## config.mk

```make
export PLATFORM = sky130hd
export DESIGN_NAME = fns_cac_decoder_multi_flat
export DESIGN_NICKNAME = d
export VERILOG_FILES = /design/src/rtl/fns_cac_decoder_multi_if.sv /design/src/rtl/fns_cac_decoder_multi.sv /design/src/flat_wrapper.sv
export SDC_FILE = /design/constraint.sdc
export NUM_CORES = 1
export LEC_CHECK = 0
export ABC_AREA = 1
export CAP_MARGIN = 20
export CORE_MARGIN = 2
export CORE_UTILIZATION = 45
export CTS_CLUSTER_DIAMETER = 30
export DETAILED_ROUTE_END_ITERATION = 10
export MAX_ROUTING_LAYER = met4
export PLACE_DENSITY = 0.8
export SYNTH_ARGS = -nofsm -noshare
export SYNTH_HDL_FRONTEND = slang
export SYNTH_SLANG_ARGS = --single-unit
```

## constraint.sdc

```tcl
create_clock -name clock -period 2.7 [get_ports clock]
set_input_delay 0.405 -clock clock [delete_from_list [all_inputs] [get_ports clock]]
set_output_delay 0.405 -clock clock [all_outputs]
set_load 0.03 [all_outputs]
```

## src/rtl/fns_cac_decoder_multi_if.sv

```systemverilog
`default_nettype none
// ----------------------------------------------------------------------------
// fns_cac_decoder_multi_if : code-in / data-out handshake bundle of the FNS decoder
// Rev 1.0
// ----------------------------------------------------------------------------
interface fns_cac_decoder_multi_if #(
  parameter int NUM_GROUPS = 4,
  parameter int CODE_W     = 5,
  parameter int DATA_W     = 4,
  parameter int CNT_W      = 8
);
  logic                         in_valid;
  logic                         in_ready;
  logic [NUM_GROUPS*CODE_W-1:0] codein;
  logic                         out_valid;
  logic                         out_ready;
  logic [NUM_GROUPS*DATA_W-1:0] dataout;
  logic [NUM_GROUPS-1:0]        out_err;
  logic [CNT_W-1:0]             err_cnt;
  logic                         err_cnt_clr;

  modport master (
    output in_valid, codein, out_ready, err_cnt_clr,
    input  in_ready, out_valid, dataout, out_err, err_cnt
  );

  modport slave (
    input  in_valid, codein, out_ready, err_cnt_clr,
    output in_ready, out_valid, dataout, out_err, err_cnt
  );
endinterface
`default_nettype wire

```

## src/rtl/fns_cac_decoder_multi.sv

```systemverilog
`default_nettype none
// ----------------------------------------------------------------------------
// fns_cac_decoder_multi : 2-stage pipelined multi-group Fibonacci (FNS) CAC decoder
// Rev 1.0
// ----------------------------------------------------------------------------
module fns_cac_decoder_multi #(
  parameter int NUM_GROUPS = 4,
  parameter int CODE_W     = 5,
  parameter int DATA_W     = 4,
  parameter int CNT_W      = 8
) (
  input  logic                    clock,
  input  logic                    rst_n,
  fns_cac_decoder_multi_if.slave  bus
);

  function automatic int fib_weight(input int k);
    int a, b, t;
    a = 1;
    b = 2;
    for (int i = 0; i < k; i++) begin
      t = a + b;
      a = b;
      b = t;
    end
    return a;
  endfunction

  function automatic int total_weight(input int n);
    int s;
    s = 0;
    for (int i = 0; i < n; i++) s = s + fib_weight(i);
    return s;
  endfunction

  // Sum width covers the all-ones codeword, so the range check sees every overflow.
  localparam int          SUM_W    = $clog2(total_weight(CODE_W) + 1);
  localparam logic [31:0] DATA_MAX = (32'd1 << DATA_W) - 32'd1;
  localparam int          PC_W     = $clog2(NUM_GROUPS + 1);
  localparam int          ACC_W    = CNT_W + PC_W;

  logic                         s1_valid_q, s1_valid_d;
  logic [SUM_W-1:0]             sum_d [NUM_GROUPS];
  logic [SUM_W-1:0]             sum_q [NUM_GROUPS];
  logic                         out_valid_q, out_valid_d;
  logic [NUM_GROUPS*DATA_W-1:0] data_d, data_q;
  logic [NUM_GROUPS-1:0]        err_d, err_q;
  logic [CNT_W-1:0]             err_cnt_q, err_cnt_d;
  logic                         s1_load, s2_load, in_ready;
  logic [PC_W-1:0]              err_pop;
  logic [ACC_W-1:0]             cnt_acc;
  logic [31:0]                  sum_ext;

  assign s2_load  = s1_valid_q & (~out_valid_q | bus.out_ready);
  assign in_ready = ~s1_valid_q | s2_load;
  assign s1_load  = bus.in_valid & in_ready;

  always_comb begin
    for (int g = 0; g < NUM_GROUPS; g++) begin
      sum_d[g] = '0;
      for (int k = 0; k < CODE_W; k++) begin
        if (bus.codein[g*CODE_W + k]) sum_d[g] = sum_d[g] + SUM_W'(fib_weight(k));
      end
    end
  end

  always_comb begin
    data_d  = '0;
    err_d   = '0;
    sum_ext = '0;
    for (int g = 0; g < NUM_GROUPS; g++) begin
      sum_ext  = 32'(sum_q[g]);
      err_d[g] = (sum_ext > DATA_MAX);
      data_d[g*DATA_W +: DATA_W] = err_d[g] ? {DATA_W{1'b1}} : sum_ext[DATA_W-1:0];
    end
  end

  always_comb begin
    s1_valid_d = s1_valid_q;
    if (s1_load)      s1_valid_d = 1'b1;
    else if (s2_load) s1_valid_d = 1'b0;

    out_valid_d = out_valid_q;
    if (s2_load)            out_valid_d = 1'b1;
    else if (bus.out_ready) out_valid_d = 1'b0;
  end

  // Clear takes priority; the increment saturates instead of wrapping.
  always_comb begin
    err_pop = '0;
    for (int g = 0; g < NUM_GROUPS; g++) err_pop = err_pop + PC_W'(err_q[g]);
    cnt_acc   = ACC_W'(err_cnt_q) + ACC_W'(err_pop);
    err_cnt_d = err_cnt_q;
    if (bus.err_cnt_clr) begin
      err_cnt_d = '0;
    end else if (out_valid_q && bus.out_ready) begin
      if (cnt_acc > ACC_W'({CNT_W{1'b1}})) err_cnt_d = {CNT_W{1'b1}};
      else                                  err_cnt_d = cnt_acc[CNT_W-1:0];
    end
  end

  always_ff @(posedge clock or negedge rst_n) begin
    if (!rst_n) begin
      s1_valid_q  <= 1'b0;
      out_valid_q <= 1'b0;
      data_q      <= '0;
      err_q       <= '0;
      err_cnt_q   <= '0;
      for (int g = 0; g < NUM_GROUPS; g++) sum_q[g] <= '0;
    end else begin
      s1_valid_q  <= s1_valid_d;
      out_valid_q <= out_valid_d;
      err_cnt_q   <= err_cnt_d;
      if (s1_load) begin
        for (int g = 0; g < NUM_GROUPS; g++) sum_q[g] <= sum_d[g];
      end
      if (s2_load) begin
        data_q <= data_d;
        err_q  <= err_d;
      end
    end
  end

  assign bus.in_ready  = in_ready;
  assign bus.out_valid = out_valid_q;
  assign bus.dataout   = data_q;
  assign bus.out_err   = err_q;
  assign bus.err_cnt   = err_cnt_q;

endmodule
`default_nettype wire
```

## src/flat_wrapper.sv

```systemverilog
// flat-port wrapper written by rule: the top's interface ports become plain ports
module fns_cac_decoder_multi_flat 
#(
  parameter int NUM_GROUPS = 4,
  parameter int CODE_W     = 5,
  parameter int DATA_W     = 4,
  parameter int CNT_W      = 8
)
  (clock, rst_n, bus_in_valid, bus_codein, bus_out_ready, bus_err_cnt_clr, bus_in_ready, bus_out_valid, bus_dataout, bus_out_err, bus_err_cnt);
  fns_cac_decoder_multi_if #(.NUM_GROUPS(NUM_GROUPS), .CODE_W(CODE_W), .DATA_W(DATA_W), .CNT_W(CNT_W)) bus_i ();
  input  logic clock;
  input  logic rst_n;
  input wire logic [$bits(bus_i.in_valid)-1:0] bus_in_valid;
  input wire logic [$bits(bus_i.codein)-1:0] bus_codein;
  input wire logic [$bits(bus_i.out_ready)-1:0] bus_out_ready;
  input wire logic [$bits(bus_i.err_cnt_clr)-1:0] bus_err_cnt_clr;
  output wire logic [$bits(bus_i.in_ready)-1:0] bus_in_ready;
  output wire logic [$bits(bus_i.out_valid)-1:0] bus_out_valid;
  output wire logic [$bits(bus_i.dataout)-1:0] bus_dataout;
  output wire logic [$bits(bus_i.out_err)-1:0] bus_out_err;
  output wire logic [$bits(bus_i.err_cnt)-1:0] bus_err_cnt;
  assign bus_i.in_valid = bus_in_valid;
  assign bus_i.codein = bus_codein;
  assign bus_i.out_ready = bus_out_ready;
  assign bus_i.err_cnt_clr = bus_err_cnt_clr;
  assign bus_in_ready = bus_i.in_ready;
  assign bus_out_valid = bus_i.out_valid;
  assign bus_dataout = bus_i.dataout;
  assign bus_out_err = bus_i.out_err;
  assign bus_err_cnt = bus_i.err_cnt;
  fns_cac_decoder_multi #(.NUM_GROUPS(NUM_GROUPS), .CODE_W(CODE_W), .DATA_W(DATA_W), .CNT_W(CNT_W)) u_core (.clock(clock), .rst_n(rst_n), .bus(bus_i));
endmodule
```

* Yosys cells after proc, flatten, opt, wreduce, memory -nomap -nowiden
Index checks and enable logic that the tools add are counted.
** Word-level totals
- Register bits :: 50
- Input port bits :: 25
- Output and inout bits :: 30
- Logic and storage cells :: 75
** Cells by class
- $add $sub $neg :: 20
- Order comparisons :: 5
- Multiplexer cells :: 31
- Bitwise gates (word level) :: 6
- Reduce and logical (&&, ||, !) cells :: 4
** Operators with widths (number)
- 5-bit two-way mux :: 16
- 8-bit two-way mux :: 3
- 5-bit by 2-bit adder with 5-bit output, second input constant :: 4
- 5-bit by 3-bit adder with 5-bit output, second input constant :: 4
- 5-bit by 4-bit adder with 5-bit output, second input constant :: 4
- 5-bit by 4-bit > comparator with 1-bit output, second input constant :: 4
- 4-bit two-way mux :: 4
- 1-bit by 2-bit adder with 3-bit output, second input constant :: 4
- 11-bit by 8-bit > comparator with 1-bit output, second input constant :: 1
- 8-bit by 3-bit adder with 9-bit output :: 1
- 1-bit two-way mux :: 8
- 3-bit by 1-bit adder with 3-bit output :: 2
- 2-bit nonzero test :: 3
- 1-bit by 1-bit adder with 2-bit output :: 1
- 1-bit bitwise AND :: 2
- 1-bit NOT :: 2
- 1-bit OR :: 2
- 1-bit logical AND :: 1

* Logic depth before layout (Yosys ltp)
- Word-level depth :: 9
- Gate-level depth with buffers :: 16
- Mapped depth without buffers :: 16

* Worst setup path before layout
OpenSTA, ideal clock, no wires.
- Kind :: register -> register
- Start :: register u_core.err_q[0], in the netlist u_core.bus.out_err[0]
- End :: register u_core.err_cnt_q[4], in the netlist u_core.bus.err_cnt[4]
- Library setup time :: 0.124 ns
- Data arrival time :: 2.425 ns
- Data required time :: 2.576 ns
- Path slack :: 0.151 ns
- Cell stages (with the launch flop) :: 14
- Buffers on the path :: 0
- Clock period less this slack :: 2.549 ns
- Cells stage by stage :: dfrtp_1 > ha_1 > inv_1 > fa_1 > inv_1 > ha_1 > inv_1 > fa_1 > inv_1 > nand2_1 > nand2_1 > nand2_1 > o211ai_1 > nand2_1
** On the way
- Word-level cells in the longest chain between the ends :: 8
** RTL lines
- from (decl) :: RTL line fns_cac_decoder_multi.sv:47 : logic [NUM_GROUPS-1:0] err_d, err_q;
- from (signal assigned) :: RTL line fns_cac_decoder_multi.sv:119 : err_q <= err_d;
- 1-bit by 1-bit adder with 2-bit output (*) :: RTL line fns_cac_decoder_multi.sv:91 : for (int g = 0; g < NUM_GROUPS; g++) err_pop = err_pop + PC_W'(err_q[g]);
- 3-bit by 1-bit adder with 3-bit output (*) (2 in a row) :: RTL line fns_cac_decoder_multi.sv:91
- 8-bit by 3-bit adder with 9-bit output (*) :: RTL line fns_cac_decoder_multi.sv:92 : cnt_acc = ACC_W'(err_cnt_q) + ACC_W'(err_pop);
- 11-bit by 8-bit > comparator with 1-bit output :: RTL line fns_cac_decoder_multi.sv:97 : if (cnt_acc > ACC_W'({CNT_W{1'b1}})) err_cnt_d = {CNT_W{1'b1}};
- 8-bit two-way mux (*) :: RTL line fns_cac_decoder_multi.sv:97
- 8-bit two-way mux (*) :: RTL line fns_cac_decoder_multi.sv:96 : end else if (out_valid_q && bus.out_ready) begin
- 8-bit two-way mux (*) :: RTL line fns_cac_decoder_multi.sv:94 : if (bus.err_cnt_clr) begin
- to (signal assigned) :: RTL line fns_cac_decoder_multi.sv:113 : err_cnt_q <= err_cnt_d;
- to (decl) :: RTL line fns_cac_decoder_multi.sv:48 : logic [CNT_W-1:0] err_cnt_q, err_cnt_d;
Mark *: on every way between the ends. The rest lies on a longest branch, timed or not. The select of a mux whose other input is x is not followed.
A chain may end at the register's enable or synchronous reset.

* Worst setup path after layout
Same ends and word-level chain as after synthesis.

==> impl_results.md <==
- Die area: 6660 sq um
- Detailed router's first-iteration violation count: 72
- Crit. End Element: flop
- WP data required: 2.89 ns
- Largest family of logic cells by synthesized area: simple AND/OR/NAND/NOR gates
- Synth Area in XOR/XNOR: 0.0388
- Vias in the first global route: 2004
- H-tree depth: 2
- Worst-margin pin slew: 0.541 ns
- Final TNS setup: 0 ns
- Die Y: 81.6 um
- Post-synthesis adder-cell area fraction: 0.0933
- Post-Synth Simple-Gate Area: 0.212
- Area Overhead vs Synth: 26.2%
- Post-synthesis mux area share: 0
- Max Clock Skew: 0.00569 ns
- Final core utilization: 0.581
- Routability congestion estimate: 0.878
- RSZ-0062 raised after global routing: yes
- Worst R2R Path Depth: 13
- Post-synthesis sequential area ratio: 0.462
- Levels on crit path: 13
- Row cnt: 28
- Yosys Warn Count: 0
- Initial core utilization: 0.460
- PortBufs: 54
- Crit Path Class: reg2reg
- Pre-CTS setup slack: 0.122 ns
- Crit path buffers/inverters: 4
- TritonCTS Sinks: 50
- Leading cell type in the layout, fill and taps excluded: nand2_1
- Syn nets: 375
- Initial antenna violation count: 0
- Area of the core: 5890 sq um
- CTS tree: yes
- Critical path's top delay family: adder cells
- Grt total ovfl: 0
- PnR worst setup slack: 0.198 ns
- Fmax: 400 MHz
- Hold Path Class: in2async
- Commonest non-fill, non-tap cells in the layout: 96 x nand2_1, 53 x clkdlybuf4s50_1, 50 x dfrtp_1
- Outcome: finished, final reports clean
- DRC viols: 0
- FF-to-FF setup slack: 0.20 ns
- Routed WL: 5390 um
- Num CTS Buffers: 5
- Synth Area in Compound Gates: 0.109
- Worst reg2reg startpoint: u_core.bus.out_err[0]$_DFFE_PN0P_
- I/O Pins: 55
- Leak pwr: 1.72 nW
- Final hold violations: 0
- Worst-skew pair later-pin latency: 0.30 ns
- Final period util: 0.927
- Reg2reg end: u_core.bus.err_cnt[4]$_DFFE_PN0P_
- Detail Route Antenna Nets: 0
- CP cell instances: ha_1 -> inv_1 -> fa_1 -> inv_1 -> ha_2 -> inv_1 -> fa_2 -> inv_1 -> nand2_1 -> nand2_2 -> nand2_2 -> o211ai_1 -> nand2_1
- Clk slew on worst S/H paths: 0.09 ns
- Worst VDD drop: 0.000355 V
- Via count: 2202
- Most used cell, CP: inv_1
- Vias per cell: 4.78
- Endpoints failing setup: 0
- Final net count: 430
- Critical Path Max Stage Delay: 0.40 ns
- Hold_ws: 0.0707 ns
- Critical path arrival: 2.69 ns
- Yosys reg bits: 50
- Clock Tree Buf Depth: 2
- Total GRT Usage: 0.177
- HPWL after DPL: 4060 um
- Crit path launch type: flop
- Synthesized area per cell: 8.18 sq um
- Pwr per Cell Area: 783 nW/um^2
- Wire per inst: 11.7 um
- Cell area after synthesis: 2710 sq um
- Crit path time final: 2.50 ns
- Post-CTS setup buffer count: 0
- Relative slew slack: 0.639
- Syn Inst Count: 331
- Diode count: 0
- Detailed-router iteration count before antenna repair: 4
- Number of max-cap violations: 0
- Critical path peak fanout: 5
- Fraction of layout cells with a size suffix above 1: 0.0544
- Max-slew violation count: 0
- Largest net degree at the start of global routing: 32
- Number of library cell types mapped by synthesis: 20
- Worst path slowest cell: dfrtp_1
- Global-route wire length before repair: 8830 um
- Die width: 81.6 um
- Clock Root Buffer: clkbuf_8
## layer usage
| metal | up-vias | global-route usage | share of wire |
|---|---|---|---|
| met5 | - | - | 0 |
| met4 | 0 | 0.0500 | 0.011 |
| met3 | 5 | 0.0374 | 0.041 |
| met2 | 49 | 0.295 | 0.49 |
| met1 | 1003 | 0.220 | 0.46 |
| li1 | 1145 | - | - |
## how the worst max path moves through the flow
stage / from / end / slack, ns
6_report: u_core.bus.out_err[0]$_DFFE_PN0P_ / u_core.bus.err_cnt[4]$_DFFE_PN0P_ / 0.20
5_1_grt: u_core.bus.out_err[0]$_DFFE_PN0P_ / u_core.bus.err_cnt[3]$_DFFE_PN0P_ / -0.02
4_1_cts: u_core.bus.out_err[0]$_DFFE_PN0P_ / u_core.bus.err_cnt[3]$_DFFE_PN0P_ / 0.09
3_5_place_dp: u_core.bus.out_err[0]$_DFFE_PN0P_ / u_core.bus.err_cnt[3]$_DFFE_PN0P_ / 0.12
3_3_place_gp: u_core.bus.out_err[0]$_DFFE_PN0P_ / u_core.bus.err_cnt[4]$_DFFE_PN0P_ / 0.24
2_1_floorplan: u_core.bus.out_err[0]$_DFFE_PN0P_ / u_core.bus.err_cnt[4]$_DFFE_PN0P_ / 0.15
## state kept, by name (all words and copies together) (netlist names)
register,count
u_core.bus.out_err,4
u_core.bus.dataout,16
u_core.sum_ext,5
u_core.sum_q,15
u_core.bus.out_valid,1
u_core.bus.err_cnt,8
u_core.s1_valid_q,1
## synthesized netlist by cell type
cell type,n,area share
a21oi_1,20,0.037
buf_2,4,0.0074
buf_6,4,0.017
dfrtp_1,50,0.46
fa_1,2,0.015
ha_1,17,0.079
inv_1,44,0.061
nand2_1,98,0.14
nand2_2,3,0.0069
nand3_1,5,0.0092
nand3_2,1,0.0037
nand3_4,1,0.0065
nand4_1,2,0.0046
nor2_1,28,0.039
nor2_2,1,0.0023
nor2_4,1,0.0042
o211ai_1,2,0.0055
o21ai_0,33,0.061
o21ai_1,3,0.0055
xor2_1,12,0.039
## worst reg2reg max path: stages (launching register included)
cell and delay (ns):
dfrtp_1 0.40, ha_1 0.29, inv_1 0.07, fa_1 0.40
inv_1 0.07, ha_2 0.18, inv_1 0.05, fa_2 0.33
inv_1 0.08, nand2_1 0.06, nand2_2 0.13, nand2_2 0.07
o211ai_1 0.17, nand2_1 0.07
## timing repair
action	CTS	global route
endpoints found under the hold margin	0	0
gates resized for setup	0	6
setup endpoints to repair	0	7
hold buffers	0	0
## stage by stage
step / power [mW] / cell area, sq um / instances
CTS: 2.69 / 3400 / 461
global route: 2.87 / 3420 / 461
global placement: 2.11 / 3290 / 454
floorplan: 1.72 / 2710 / 331
finish: 2.68 / 3420 / 461
detailed placement: 2.14 / 3290 / 454
## area by class of cell
cell class,count,area [sq um]
Clock buffer,6,82.6
Clock inverter,1,30.0
Fill cell,539,2470
Inverter,44,165
Multi-Input combinational cell,229,1240
Sequential cell,50,1250
Tap cell,75,93.8
Timing Repair Buffer,56,551
## cell families after synthesis
group | Yosys count
AND/OR/NAND/NOR | 140
AO/OA/AOI/OAI | 58
buffers and inverters | 52
flip-flops | 50
adder cells (fa/ha/maj) | 19
XOR/XNOR | 12
## where the power goes
group | switching [mW] | total, mW | internal [mW] | leakage [nW]
combinational | 0.646 | 1.09 | 0.440 | 1.04
sequential | 0.124 | 1.05 | 0.926 | 0.623
clock | 0.242 | 0.538 | 0.297 | 0.0573
total | 1.01 | 2.68 | 1.66 | 1.72
No activity file was read; power rests on OpenSTA's default activity.
